<file path="src/rtl/sumador_serie_if.sv">
`default_nettype none
// +------------------------------------------------------------------+
// | sumador_serie_if: start/busy/done handshake and operand bundle   |
// | for sumador_serie. ovf exists only with SUMADOR_SERIE_OVF_EN.    |
// | Rev 1.0                                                          |
// +------------------------------------------------------------------+
interface sumador_serie_if #(
  parameter int WIDTH = 8
) ();
  logic             start;
  logic             sub;
  logic [WIDTH-1:0] a;
  logic [WIDTH-1:0] b;
  logic             ci;
  logic [WIDTH-1:0] s;
  logic             co;
  logic             busy;
  logic             done;
`ifdef SUMADOR_SERIE_OVF_EN
  logic             ovf;

  modport master (output start, sub, a, b, ci, input s, co, busy, done, ovf);
  modport slave  (input start, sub, a, b, ci, output s, co, busy, done, ovf);
`else
  modport master (output start, sub, a, b, ci, input s, co, busy, done);
  modport slave  (input start, sub, a, b, ci, output s, co, busy, done);
`endif
endinterface
`default_nettype wire

</file>
<file path="src/rtl/sumador_serie.sv">
`default_nettype none
// +------------------------------------------------------------------+
// | sumador_serie: sequential adder/subtractor, BPC bits per cycle,  |
// | LSB-first. Define SUMADOR_SERIE_OVF_EN for the signed ovf flag.  |
// | Rev 1.0                                                          |
// +------------------------------------------------------------------+
module sumador_serie #(
  parameter int WIDTH = 8,
  parameter int BPC   = 1
) (
  input  wire logic      clk,
  input  wire logic      rst,
  sumador_serie_if.slave bus
);

  localparam int N  = WIDTH / BPC;
  localparam int CW = (N > 1) ? $clog2(N) : 1;
  localparam logic [CW-1:0] LAST = CW'(N - 1);

  typedef enum logic [1:0] {
    IDLE = 2'd0,
    RUN  = 2'd1,
    DONE = 2'd2
  } state_t;

  state_t           state_q, state_d;
  logic [CW-1:0]    cnt_q, cnt_d;
  logic             carry_q, carry_d;
  logic [WIDTH-1:0] a_q, a_d;
  logic [WIDTH-1:0] b_q, b_d;
  logic [WIDTH-1:0] work_q, work_d;
  logic [WIDTH-1:0] s_q, s_d;
  logic             co_q, co_d;
`ifdef SUMADOR_SERIE_OVF_EN
  logic             ovf_q, ovf_d;
  logic             msb_cin;
`endif

  logic [BPC-1:0]   a_sl, b_sl, sum_sl;
  logic             c_out;
  logic [WIDTH-1:0] a_shift, b_shift, work_shift;

  // Operands drain out of the bottom; slice sums enter the working register from the top.
  generate
    if (BPC == WIDTH) begin : g_single
      assign a_shift    = '0;
      assign b_shift    = '0;
      assign work_shift = sum_sl;
    end else begin : g_multi
      assign a_shift    = a_q >> BPC;
      assign b_shift    = b_q >> BPC;
      assign work_shift = {sum_sl, work_q[WIDTH-1:BPC]};
    end
  endgenerate

  always_comb begin
    a_sl = a_q[BPC-1:0];
    b_sl = b_q[BPC-1:0];
    {c_out, sum_sl} = {1'b0, a_sl} + {1'b0, b_sl} + {{BPC{1'b0}}, carry_q};
  end

`ifdef SUMADOR_SERIE_OVF_EN
  // Carry into the MSB recovered from the MSB sum bit and its operand bits.
  assign msb_cin = sum_sl[BPC-1] ^ a_sl[BPC-1] ^ b_sl[BPC-1];
`endif

  always_comb begin
    state_d = state_q;
    cnt_d   = cnt_q;
    carry_d = carry_q;
    a_d     = a_q;
    b_d     = b_q;
    work_d  = work_q;
    s_d     = s_q;
    co_d    = co_q;
`ifdef SUMADOR_SERIE_OVF_EN
    ovf_d   = ovf_q;
`endif
    case (state_q)
      IDLE, DONE: begin
        if (bus.start) begin
          a_d     = bus.a;
          b_d     = bus.sub ? ~bus.b : bus.b;
          carry_d = bus.sub | bus.ci;
          cnt_d   = '0;
          state_d = RUN;
        end else begin
          state_d = IDLE;
        end
      end
      RUN: begin
        a_d     = a_shift;
        b_d     = b_shift;
        work_d  = work_shift;
        carry_d = c_out;
        cnt_d   = cnt_q + 1'b1;
        if (cnt_q == LAST) begin
          cnt_d   = '0;
          state_d = DONE;
          s_d     = work_shift;
          co_d    = c_out;
`ifdef SUMADOR_SERIE_OVF_EN
          ovf_d   = msb_cin ^ c_out;
`endif
        end
      end
      default: state_d = IDLE;
    endcase
  end

  always_ff @(posedge clk or posedge rst) begin
    if (rst) begin
      state_q <= IDLE;
      cnt_q   <= '0;
      carry_q <= 1'b0;
      a_q     <= '0;
      b_q     <= '0;
      work_q  <= '0;
      s_q     <= '0;
      co_q    <= 1'b0;
`ifdef SUMADOR_SERIE_OVF_EN
      ovf_q   <= 1'b0;
`endif
    end else begin
      state_q <= state_d;
      cnt_q   <= cnt_d;
      carry_q <= carry_d;
      a_q     <= a_d;
      b_q     <= b_d;
      work_q  <= work_d;
      s_q     <= s_d;
      co_q    <= co_d;
`ifdef SUMADOR_SERIE_OVF_EN
      ovf_q   <= ovf_d;
`endif
    end
  end

  assign bus.s    = s_q;
  assign bus.co   = co_q;
  assign bus.busy = (state_q == RUN);
  assign bus.done = (state_q == DONE);
`ifdef SUMADOR_SERIE_OVF_EN
  assign bus.ovf  = ovf_q;
`endif

endmodule
`default_nettype wire
</file>
<file path="src/flat_wrapper.sv">
// flat-port wrapper written by rule: the top's interface ports become plain ports
module sumador_serie_flat 
#(
  parameter int WIDTH = 8,
  parameter int BPC   = 1
)
  (clk, rst, bus_start, bus_sub, bus_a, bus_b, bus_ci, bus_s, bus_co, bus_busy, bus_done);
  sumador_serie_if #(.WIDTH(WIDTH)) bus_i ();
  input  wire logic clk;
  input  wire logic rst;
  input wire logic [$bits(bus_i.start)-1:0] bus_start;
  input wire logic [$bits(bus_i.sub)-1:0] bus_sub;
  input wire logic [$bits(bus_i.a)-1:0] bus_a;
  input wire logic [$bits(bus_i.b)-1:0] bus_b;
  input wire logic [$bits(bus_i.ci)-1:0] bus_ci;
  output wire logic [$bits(bus_i.s)-1:0] bus_s;
  output wire logic [$bits(bus_i.co)-1:0] bus_co;
  output wire logic [$bits(bus_i.busy)-1:0] bus_busy;
  output wire logic [$bits(bus_i.done)-1:0] bus_done;
  assign bus_i.start = bus_start;
  assign bus_i.sub = bus_sub;
  assign bus_i.a = bus_a;
  assign bus_i.b = bus_b;
  assign bus_i.ci = bus_ci;
  assign bus_s = bus_i.s;
  assign bus_co = bus_i.co;
  assign bus_busy = bus_i.busy;
  assign bus_done = bus_i.done;
  sumador_serie #(.WIDTH(WIDTH), .BPC(BPC)) u_core (.clk(clk), .rst(rst), .bus(bus_i));
endmodule
</file>
<file path="config.mk">
export PLATFORM = sky130hd
export DESIGN_NAME = sumador_serie_flat
export DESIGN_NICKNAME = d
export VERILOG_FILES = /design/src/rtl/sumador_serie_if.sv /design/src/rtl/sumador_serie.sv /design/src/flat_wrapper.sv
export SDC_FILE = /design/constraint.sdc
export NUM_CORES = 1
export LEC_CHECK = 0
export CAP_MARGIN = 20
export CORE_MARGIN = 10
export CORE_UTILIZATION = 48
export CTS_BUF_LIST = sky130_fd_sc_hd__clkbuf_2 sky130_fd_sc_hd__clkbuf_4 sky130_fd_sc_hd__clkbuf_8
export DETAILED_ROUTE_END_ITERATION = 10
export HOLD_SLACK_MARGIN = 0.1
export PLACE_DENSITY = 0.87
export RECOVER_POWER = 50
export SYNTH_ARGS = -nofsm -noshare
export SYNTH_HDL_FRONTEND = slang
export SYNTH_SLANG_ARGS = --single-unit
</file>
<file path="constraint.sdc">
create_clock -name clk -period 1.39 [get_ports clk]
set_input_delay 0.278 -clock clk [delete_from_list [all_inputs] [get_ports clk]]
set_output_delay 0.278 -clock clk [all_outputs]
set_load 0.03 [all_outputs]
</file>
==> results.tsv <==
metric	value	unit
post-detailed-route wirelength per cell	15.1	um
die outline area	6180	um^2
number of nets at the end of the flow	207	
max frequency	0.733	GHz
Inst Count DP	220	
buffer levels on the longest clock path	2	
die outline height	78.6	um
buffer cell driving the clock tree root	clkbuf_4	
endpoint kind of the worst setup timing path	output port	
slew of the pin with the lowest slew margin	0.891	ns
area added between synthesis and finish	26.9	%
Starting Density	0.494	
detailed-route DRC error count	0	
highest cell delay on the worst timing path	0.46	ns
layout cell share with drive strength beyond 1	0.197	
count of TritonRoute iterations in the first routing pass	4	
CP Max Fanout	4	
Leakage Power	0.00100	uW
post-route worst hold slack	0.499	ns
worst min-delay path class	reg2reg	
library cells used by synthesis	24	
Final period util	0.982	
worst-path cell chain	nor2b_1 -> buf_4	
drt via density	5.30	
cell area after synthesis	1650	um^2
setup repair after global routing missed its margin	true	
DP HPWL	2610	um
largest net degree at the start of global routing	39	
Internal Power	2730	uW
GRT Total Usage	0.118	
sinks on the clock net	38	
type of the worst setup path	reg2out	
fill cell total of the finished layout	292	
Net Count, Synth	166	
Slew Limit Fails	0	
area of the multi-input gates	654	um^2
Port Buffers	31	
Iteration-0 DRC Markers	94	
first-pass GRT wire length	5920	um
synthesized area per cell	11.6	um^2
final setup skew	0.0112	ns
number of placed I/O pins	32	
share of the yosys chip area belonging to registers	0.577	
setup tns final	0	ns
kind of launch point of the worst setup path	flop	
clk slew on worst S/H paths	0.11	ns
largest vdd supply drop	791	uV
outcome	completed	
number of maximum-capacitance violations	0	
placer congestion estimate	0.765	
Net Sw Frac	0.403	
final wirelength	3470	um
Core Footprint	3340	um^2
cell family with the largest share of critical-path delay	flip-flops	
clock network fraction of design power	0.114	
combinational cell fraction of total power	0.460	
Critical path buffers and inverters	1	
number of failing hold endpoints at the final stage	0	
flip-flop and latch count after synthesis	38	
remaining max-slew budget at the tightest pin	0.406	
number of warnings printed during yosys synthesis	0	
net switching power figure	1840	uW
die boundary width	78.6	um
Sequential Area	952	um^2
Post-Layout Cell Count	229	
Data required, critical path	1.11	ns
count of standard-cell rows	21	
arrival time at the worst endpoint	1.09	ns
total CTS buffers	5	
sequential share of power	0.426	
Design Power	4580	uW
CTS tree	done	
global route total overflow	0	
cts-stage hold buffer count	0	
power per cell area	2190	nW/um^2
number of antenna violations at the first check in global routing	0	
Post-Synthesis Cells	142	
Antenna Diode Count	0	
Final min period	1.36	ns
Final ANT Viol Nets	0	
insertion delay to the later sink of the worst-skew pair	0.34	ns
via count of the first global-routing pass	1317	
final count of negative-setup-slack endpoints	0	
H-tree lvl count	2	
total vias in the final route	1213	
slowest library cell on the worst path	dfrtp_2	
## power groups by stage
stage	Clock, uW	Sequential [uW]	Combinational (uW)
after floorplan	0	2120	1230
after global placement	0	1910	2020
after detailed placement	0	1950	2130
after CTS	531	1940	2130
after global routing	576	2020	2340
final	523	1950	2100
## worst reg2reg max path, stage by stage, from the launching register on
cell      delay, ns
dfrtp_2        0.46
nand2b_4       0.11
inv_8          0.04
buf_6          0.14
buf_6          0.14
a221o_1        0.34
## routing by layer
layer,global-route usage,vias up,wire length (um)
met2,0.208,37,1830
met1,0.128,602,1390
met4,0.0484,0,51
li1,-,567,-
met5,0,-,0
met3,0.0353,7,192
## synthesized netlist by cell type, drive strengths merged
cell type / n / area share
a22o: 4 / 0.021
dfrtp: 38 / 0.58
a221o: 8 / 0.049
xnor2: 7 / 0.037
mux2: 9 / 0.061
xor2: 1 / 0.0053
nor2: 10 / 0.027
ha: 2 / 0.015
inv: 3 / 0.011
fa: 1 / 0.012
clkbuf: 1 / 0.0023
nand3: 7 / 0.021
nor2b: 2 / 0.0076
nand2b: 2 / 0.0076
a22oi: 7 / 0.032
buf: 8 / 0.032
o21ai: 1 / 0.0030
nor3: 1 / 0.0030
nand2: 29 / 0.071
a21o: 1 / 0.0046
## per-stage QoR
step           setup WS, ns   util  instance area (um^2)
6_report             0.0255  0.627                  2090
5_1_grt             -0.0284  0.627                  2090
4_1_cts           -0.000196  0.634                  2120
3_5_place_dp         -0.190  0.612                  2040
3_3_place_gp         -0.165  0.612                  2040
2_1_floorplan        0.0380      -                  1650
## placed cells by master (no fill, tap or decap), types with 8 or more instances in the layout
cell type,instances
buf_4,9
a221o_1,8
clkdlybuf4s50_1,20
mux2_1,9
clkbuf_2,10
nor2_1,9
nand2_1,28
dfrtp_1,37
## kinds of logic after synthesis
logic type | share of synthesized area
buf+inv | 0.0455
fa+ha+maj | 0.0273
mux | 0.0615
flops | 0.577
simple gates | 0.137
compound gates | 0.109
xor+xnor | 0.0425
## worst paths after layout
path	from	end	slack, ns	cells after the start
min in group asynchronous	rst	u_core.bus.s[7]$_DFFE_PP0P_	0.51	3
worst min-delay path	u_core.bus.s[3]$_DFFE_PP0P_	u_core.bus.s[3]$_DFFE_PP0P_	0.50	1
worst max-delay path	u_core.state_q[0]$_DFFE_PP0P_	bus_done	0.03	2
worst min register to register	u_core.bus.s[3]$_DFFE_PP0P_	u_core.bus.s[3]$_DFFE_PP0P_	0.50	1
max in group asynchronous	rst	u_core.state_q[0]$_DFFE_PP0P_	0.28	3
worst max register to register	u_core.state_q[0]$_DFFE_PP0P_	u_core.b_q[6]$_DFFE_PP0P_	0.04	5
## sequential cells by signal (all words and copies together) (netlist names)
name / flops
u_core.carry_q: 1
u_core.b_q: 8
u_core.a_q: 8
u_core.bus.co: 1
u_core.state_q: 2
u_core.cnt_q: 3
u_core.bus.s: 8
u_core.work_q: 7
## repair_timing
item / CTS / global route
setup endpoints to repair: 19 / 33
resized for setup: 20 / 16
pin swaps: 0 / 0
buffers inserted: 2 / 0
## area by class of cell
cell class,count,share of cell area
sequential,38,0.455
multi-input combinational,92,0.313
timing repair buffer,43,0.173
tap,46,0.0275
clock buffer,5,0.0179
inverter,3,0.00897
clock inverter,2,0.00478
Note: power is estimated with default switching activity, not from simulation.
